**src/rtl/div_unit.sv**
```systemverilog
// -----------------------------------------------------------------------------
// div_unit : multi-cycle RV32M divider (DIV / DIVU / REM / REMU)
//
// Radix-2 restoring division on operand magnitudes, one quotient bit per
// clock, followed by a single sign fix-up cycle. Latency is fixed at
// XLEN+1 edges from the accepting edge to the done pulse.
//
// Ports
//   clk    : rising-edge clock
//   rst    : asynchronous active-high reset
//   start  : request, sampled only while idle
//   op     : 00 DIV, 01 DIVU, 10 REM, 11 REMU (latched with start)
//   a, b   : dividend / divisor (latched with start)
//   flush  : synchronous abort of an in-flight operation
//   busy   : operation in progress (stall the pipeline)
//   done   : one-cycle pulse, result valid
//   result : quotient or remainder, held until the next completion
// -----------------------------------------------------------------------------
module div_unit #(
  parameter int XLEN = 32,
  parameter int CNTW = 5
) (
  input  logic            clk,
  input  logic            rst,
  input  logic            start,
  input  logic [1:0]      op,
  input  logic [XLEN-1:0] a,
  input  logic [XLEN-1:0] b,
  input  logic            flush,
  output logic            busy,
  output logic            done,
  output logic [XLEN-1:0] result
);

  typedef enum logic [1:0] {
    S_IDLE   = 2'd0,
    S_CALC   = 2'd1,
    S_FINISH = 2'd2
  } state_t;

  state_t            r_state;
  logic [1:0]        r_op;
  logic              r_neg_q;
  logic              r_neg_r;
  logic [XLEN-1:0]   r_rem;
  logic [XLEN-1:0]   r_quo;   // holds |a| at start; dividend bits shift out as quotient bits shift in
  logic [XLEN-1:0]   r_div;
  logic [CNTW-1:0]   r_cnt;
  logic              r_busy;
  logic              r_done;
  logic [XLEN-1:0]   r_result;

  // ---------------------------------------------------------------------------
  // Operand capture (evaluated on the raw inputs in IDLE)
  // ---------------------------------------------------------------------------
  logic            w_is_signed;
  logic            w_a_neg;
  logic            w_b_neg;
  logic            w_b_nz;
  logic [XLEN-1:0] w_a_mag;
  logic [XLEN-1:0] w_b_mag;

  assign w_is_signed = ~op[0];
  assign w_a_neg     = w_is_signed & a[XLEN-1];
  assign w_b_neg     = w_is_signed & b[XLEN-1];
  assign w_b_nz      = |b;
  // Most-negative value negates to itself; as an unsigned magnitude that is
  // still correct, which is what makes the overflow case fall out naturally.
  assign w_a_mag     = w_a_neg ? (~a + 1'b1) : a;
  assign w_b_mag     = w_b_neg ? (~b + 1'b1) : b;

  // ---------------------------------------------------------------------------
  // Restoring step
  // ---------------------------------------------------------------------------
  // The shifted partial remainder needs XLEN+1 bits: rem < |b| can be as large
  // as 2^XLEN-2, so after the shift it may exceed XLEN bits.
  logic [XLEN:0]   w_rem_sh;
  logic            w_ge;
  logic [XLEN-1:0] w_diff;
  logic [XLEN-1:0] w_rem_nx;
  logic [XLEN-1:0] w_quo_nx;

  assign w_rem_sh = {r_rem, r_quo[XLEN-1]};
  assign w_ge     = (w_rem_sh >= {1'b0, r_div});
  // When w_ge holds the true difference is < |b|, so XLEN bits suffice.
  assign w_diff   = w_rem_sh[XLEN-1:0] - r_div;
  assign w_rem_nx = w_ge ? w_diff : w_rem_sh[XLEN-1:0];
  assign w_quo_nx = {r_quo[XLEN-2:0], w_ge};

  // ---------------------------------------------------------------------------
  // Sign fix-up
  // ---------------------------------------------------------------------------
  logic [XLEN-1:0] w_rem_fix;
  logic [XLEN-1:0] w_quo_fix;
  logic [XLEN-1:0] w_res;

  assign w_rem_fix = r_neg_r ? (~r_rem + 1'b1) : r_rem;
  assign w_quo_fix = r_neg_q ? (~r_quo + 1'b1) : r_quo;
  assign w_res     = r_op[1] ? w_rem_fix : w_quo_fix;

  // ---------------------------------------------------------------------------
  // Control FSM with registered outputs
  // ---------------------------------------------------------------------------
  always_ff @(posedge clk or posedge rst) begin
    if (rst) begin
      r_state  <= S_IDLE;
      r_op     <= '0;
      r_neg_q  <= 1'b0;
      r_neg_r  <= 1'b0;
      r_rem    <= '0;
      r_quo    <= '0;
      r_div    <= '0;
      r_cnt    <= '0;
      r_busy   <= 1'b0;
      r_done   <= 1'b0;
      r_result <= '0;
    end else begin
      case (r_state)
        S_IDLE: begin
          r_done <= 1'b0;
          // flush beats a simultaneous start
          if (start && !flush) begin
            r_op    <= op;
            // A zero divisor must yield all-ones, so the quotient sign is
            // suppressed rather than flipping it to 1.
            r_neg_q <= w_is_signed & (a[XLEN-1] ^ b[XLEN-1]) & w_b_nz;
            r_neg_r <= w_a_neg;
            r_quo   <= w_a_mag;
            r_div   <= w_b_mag;
            r_rem   <= '0;
            r_cnt   <= '0;
            r_busy  <= 1'b1;
            r_state <= S_CALC;
          end
        end

        S_CALC: begin
          if (flush) begin
            r_busy  <= 1'b0;
            r_state <= S_IDLE;
          end else begin
            r_rem <= w_rem_nx;
            r_quo <= w_quo_nx;
            r_cnt <= r_cnt + 1'b1;
            if (r_cnt == {CNTW{1'b1}}) r_state <= S_FINISH;
          end
        end

        S_FINISH: begin
          r_busy  <= 1'b0;
          r_state <= S_IDLE;
          if (!flush) begin
            r_result <= w_res;
            r_done   <= 1'b1;
          end
        end

        default: begin
          r_busy  <= 1'b0;
          r_done  <= 1'b0;
          r_state <= S_IDLE;
        end
      endcase
    end
  end

  assign busy   = r_busy;
  assign done   = r_done;
  assign result = r_result;

endmodule

```
**config.mk**
```make
export PLATFORM = sky130hd
export DESIGN_NAME = div_unit
export DESIGN_NICKNAME = d
export VERILOG_FILES = /design/src/rtl/div_unit.sv
export SDC_FILE = /design/constraint.sdc
export NUM_CORES = 1
export LEC_CHECK = 0
export CORE_ASPECT_RATIO = 0.8
export CORE_MARGIN = 5
export CORE_UTILIZATION = 45
export DETAILED_ROUTE_END_ITERATION = 7
export DONT_BUFFER_PORTS = 1
export PLACE_DENSITY_LB_ADDON = 0.08
export SLEW_MARGIN = 20
export SYNTH_ARGS = -nofsm -noshare
export SYNTH_HDL_FRONTEND = slang
export SYNTH_SLANG_ARGS = --single-unit
export TNS_END_PERCENT = 100
```
**constraint.sdc**
```tcl
create_clock -name clk -period 7.32 [get_ports clk]
set_input_delay 1.464 -clock clk [delete_from_list [all_inputs] [get_ports clk]]
set_output_delay 1.464 -clock clk [all_outputs]
set_load 0.005 [all_outputs]
```
# == After elaboration in Yosys (flattened, before gate mapping) ==
# Cells that the tools add are included.
# classes
addsub,6
order_cmp,1
eq_ne,8
muxes,24
bitwise_logic,12
reduce_logical,11
# op_table
cell,count
2-to-1 mux 32 bit,10
"adder 32 x 1 -> 32 bit, second input constant",4
inverter 32 bit,4
one-hot mux 32 bit (2 select lines),2
>= comparator 33 x 32 -> 1 bit,1
OR reduction 32 bit,1
subtractor 32 bit,1
2-to-1 mux 5 bit,2
one-hot mux 5 bit (2 select lines),1
AND reduction 2 bit,5
"!= test 2 bit, second input constant",4
2-to-1 mux 2 bit,3
"adder 5 x 1 -> 5 bit, second input constant",1
"equality test 5 bit, second input constant",1
bitwise AND 1 bit,4
one-hot mux 1 bit (2 select lines),2
one-hot mux 2 bit (2 select lines),1
2-to-1 mux 1 bit,3
"!= test 3 bit, second input constant",1
inverter 1 bit,3
AND reduction 3 bit,1
"equality test 2 x 1 -> 1 bit, second input constant",1
"equality test 2 bit, second input constant",1
logical NOT 2 bit,1
other kinds (4),4
# word_totals
register_bits,141
elab_cells,73

# == Logic depth before layout (Yosys ltp) ==
# depth
word_depth,5
depth_mapped,14

# == Worst setup path before layout ==
# No wires, ideal clock.
# synth_timing
path_kind,input -> register
startpoint,in b[8]
endpoint,reg r_div[29]
arrival_time_ns,3.561
path_slack_ns,3.630
cell_stages,9
cell_sequence,or4_1 nor4_2 nor3b_2 or3b_1 nor2_1 nand2_1 o21ai_1 xor2_1 o21ai_1
# synth_via
elab_chain_len,3
# synth_lines
item,line_no,text
start: declaration,28,"input logic [XLEN-1:0] b,"
inverter 32 bit,70,assign w_b_mag = w_b_neg ? (~b + 1'b1) : b;
adder 32 x 1 -> 32 bit,70,
2-to-1 mux 32 bit,70,
end signal: assignment,129,r_div <= w_b_mag;
end: declaration,47,logic [XLEN-1:0] r_div;
# No other way between the ends.
# A chain may end at the register's enable or synchronous reset.

# == Worst setup path in the final report ==
# layout_timing
startpoint,reg r_rem[11]
endpoint,reg r_rem[22]
# layout_via
elab_chain_len,4
word_cells_on_any_way,5
# layout_lines
item,line_no,text
start: declaration,45,logic [XLEN-1:0] r_rem;
start signal: assignment,142,r_rem <= w_rem_nx;
subtractor 32 bit / >= comparator 33 x 32 -> 1 bit (equally long branches),"86, 84",
2-to-1 mux 32 bit (*),87,assign w_rem_nx = w_ge ? w_diff : w_rem_sh[XLEN-1:0];
2-to-1 mux 32 bit (*),138,if (flush) begin
one-hot mux 32 bit (2 select lines) (*),118,case (r_state)
# Mark *: on every way between the ends. The rest lies on a longest branch, timed or not. The select of a mux whose other input is x is not followed.

==> results by group <==
Run status
  – Status: finished clean

Clock network
  – Worst-Skew Late Latency: ~430 ps
  – Hold buffer count at cts: 0
  – CTS tree: done
  – Root Driver: clkbuf_16
  – Post-CTS Resized: 0
  – Worst-path clk slew: ~60 ps
  – Setup bufs post-CTS: 0
  – Clock buffer depth: 2
  – CTS Buf Count: 17
  – H-tree Lvls: 4
  – Clock sinks: between 100 and 150

Power and ir drop
  – Pwr Total: 4.10 mW
  – Leakage Power: 4.69 nW
  – Power per standard cell area: 373 nW/um2
  – Worst IR Drop VDD: around 0.18 mV

Synth
  – Area contributors post-synth: dfrtp_1, o21ai_0, xor2_1, xnor2_1, nand2_1
  – Number of synthesized flops with an enable pin: 0
  – Largest family of logic cells by synthesized area: compound AO/OA/AOI/OAI gates
  – Post-Synth Adder-Cell Area: 4.92%
  – Syn nets: 1319
  – Synth Area in XOR/XNOR: 12.7%
  – Async SR Flop Fraction: 100%
  – Flops & latches, synth: 140
  – Compound-Gate Fraction of Synth Area: a little under a quarter
  – Most common flop cell mapped by yosys: dfrtp_1
  – Sequential share of the synthesized area: 34.8%
  – Ys Warns: 0
  – Simple-gate area share of the yosys netlist: between 10% and 20%
  – Cell count after synthesis: 1210
  – Yosys top cell area share: 34.8%
  – Post-synthesis mux area share: 2.79%
  – Library cells used by synthesis: 64
  – Mapped cell area: 10100 um2
  – Area leader, netlist: dfrtp_1
  – Syn_area_per_cell: 8.33 um2

Die
  – Rows: slightly below 50
  – I/O pin cnt: 104
  – Starting density of the core: 45.3%
  – Die X: 177 um
  – DIE HEIGHT: 144 um
  – Core area: 22300 um2
  – Die area: 25500 um2

Layout
  – Fill count: ~2200
  – Footprint of the multi-input gates: a little over 6000 um2
  – Final instance area: around 11000 um2
  – Layout Cells excl Fill: 1496
  – Storage cell area: 3500 um2
  – Most common cell after layout, fill and taps aside: o21ai_0
  – Synthesis-to-finish area growth: 9.07%
  – Most frequent cells in the layout: o21ai_0, nand2_1, dfrtp_1, xor2_1, a21oi_1
  – Util after Layout: 49.4%
  – Share of post-route cells with drive strength above 1: 4.46%
  – Final Net Count: 1285

GRT
  – GRT Util Overall: 21.6%
  – Vias in the first global route: 8183
  – Gr ovfl total: 0
  – Largest net degree at the start of global routing: 95
  – Initial antenna violation count: 1
  – First-pass GRT wire length: 44200 um

STA
  – Final hold vios: 0
  – Setup TNS: 0 ps
  – WHS: around 480 ps
  – Worst slew pin tran: 1070 ps
  – RSZ-0062 raised after global routing: no
  – Tcrit/Tclk final: ~52%
  – Tmin final: 3790 ps
  – Clock Skew: 10.0 ps
  – Worst slew margin: between 20% and 30%
  – Endpoints failing setup: 0
  – Fmax: 264 MHz
  – Worst setup margin: 3530 ps
  – Pins over their slew limit: 0

Placement
  – I/O Buffers: 0
  – Pre-CTS setup slack: between 3000 and 4000 ps
  – Dpl cells: 1463
  – HPWL after detailed placement: 19600 um
  – Post-place instance area: 10300 um2
  – GPL Wtd Cong: 0.849

Setup path
  – Crit. End Element: flop
  – CP max FO: 29
  – CP Class: flop to flop
  – CP required: 7620 ps
  – Worst EP arrival: 4080 ps
  – Startpoint types: flop

Drt
  – DRT Pass-1 Iters: 5
  – Remaining DRCs: 0
  – Final antenna-violating net count: 0
  – Routed WL per cell: between 15 and 20 um
  – DRT iter0 DRCs: 539
  – Detailed Route WL: 27000 um
  – DR vias: 8483
  – Routed vias/inst: around 5.7

Min path
  – Tightest Hold Check Type: flop to flop

Flow run
  – Max-capacitance violation count: 0
[critical path, stage by stage, from the launching register on]
cell and delay, ps:
dfrtp_1 470, ha_1 390, a21oi_1 150, o21ai_0 200, a221oi_1 480, nor3_1 80, a21oi_1 330, a311o_1 250
o211a_1 310, buf_4 460, nand2b_1 380, o21ai_0 140
[synth_stat cells (all sizes together), types with 2 or more instances]
cell type,number
ha,38
nor2,76
and3,6
or4,11
clkbuf,54
o41ai,13
xnor2,68
nor3b,3
nand4,11
a2111oi,2
xor2,78
o21ai,167
nand3b,8
a22oi,33
o21bai,6
nand2b,15
nor4b,3
or2,2
mux2i,27
and2,4
a22o,3
o211ai,2
or3,11
nor4,16
a21oi,76
a211oi,6
o221ai,8
nand3,12
a211o,2
inv,55
a31oi,5
a32oi,8
buf,6
or3b,3
a21o,13
nor3,22
nand2,147
nor2b,8
o31ai,29
dfrtp,140
[per-layer routing]
metal,track usage (%),up-vias,share of wire (%)
met4,5.13,0,1.1
met5,0,-,0
met3,4.58,20,4.4
li1,-,4266,-
met2,34.4,132,46
met1,30.5,4065,48
[registers in the layout, summed over array words and instances, names as in the netlist]
signal,count
r_op,1
r_neg_q,1
r_state,2
r_div,32
busy,1
r_neg_r,1
r_cnt,5
r_quo,32
r_rem,32
done,1
result,32
[worst paths after layout]
| kind | start | slack [ps] | depth (start not counted) | endpoint |
|---|---|---|---|---|
| worst max-delay path | r_rem[11] | 3530 | 11 | r_rem[22] |
| worst min-delay path | r_div[7] | 480 | 2 | r_div[7] |
| worst max register to register | r_rem[11] | 3530 | 11 | r_rem[22] |
| worst min register to register | r_div[7] | 480 | 2 | r_div[7] |
| max in group asynchronous | rst | 4960 | 2 | r_rem[28] |
| min in group asynchronous | rst | 990 | 1 | result[9] |
[where the power goes]
group          internal (mW)  switching [mW]
combinational          0.809            1.06
clock                  0.676           0.369
sequential             0.925           0.260
total                   2.41            1.69
[cell type report]
class	instances	share of cell area [%]
multi-input cells	955	55.9
flip-flops and latches	140	31.9
clock buffers	18	3.91
well taps	306	3.48
clock inverters	14	2.41
inverters	55	1.92
repair buffers	7	0.478
diodes	1	0.0228
[cells by family after synthesis]
group	count (synthesis)
and+or+nand+nor	361
xor gates and xnor gates	146
muxes	28
AOI/OAI and AO/OA	381
adders and majority gates	39
DFF	140
buffers and inverters	115
No activity file was read; power rests on OpenSTA's default activity.
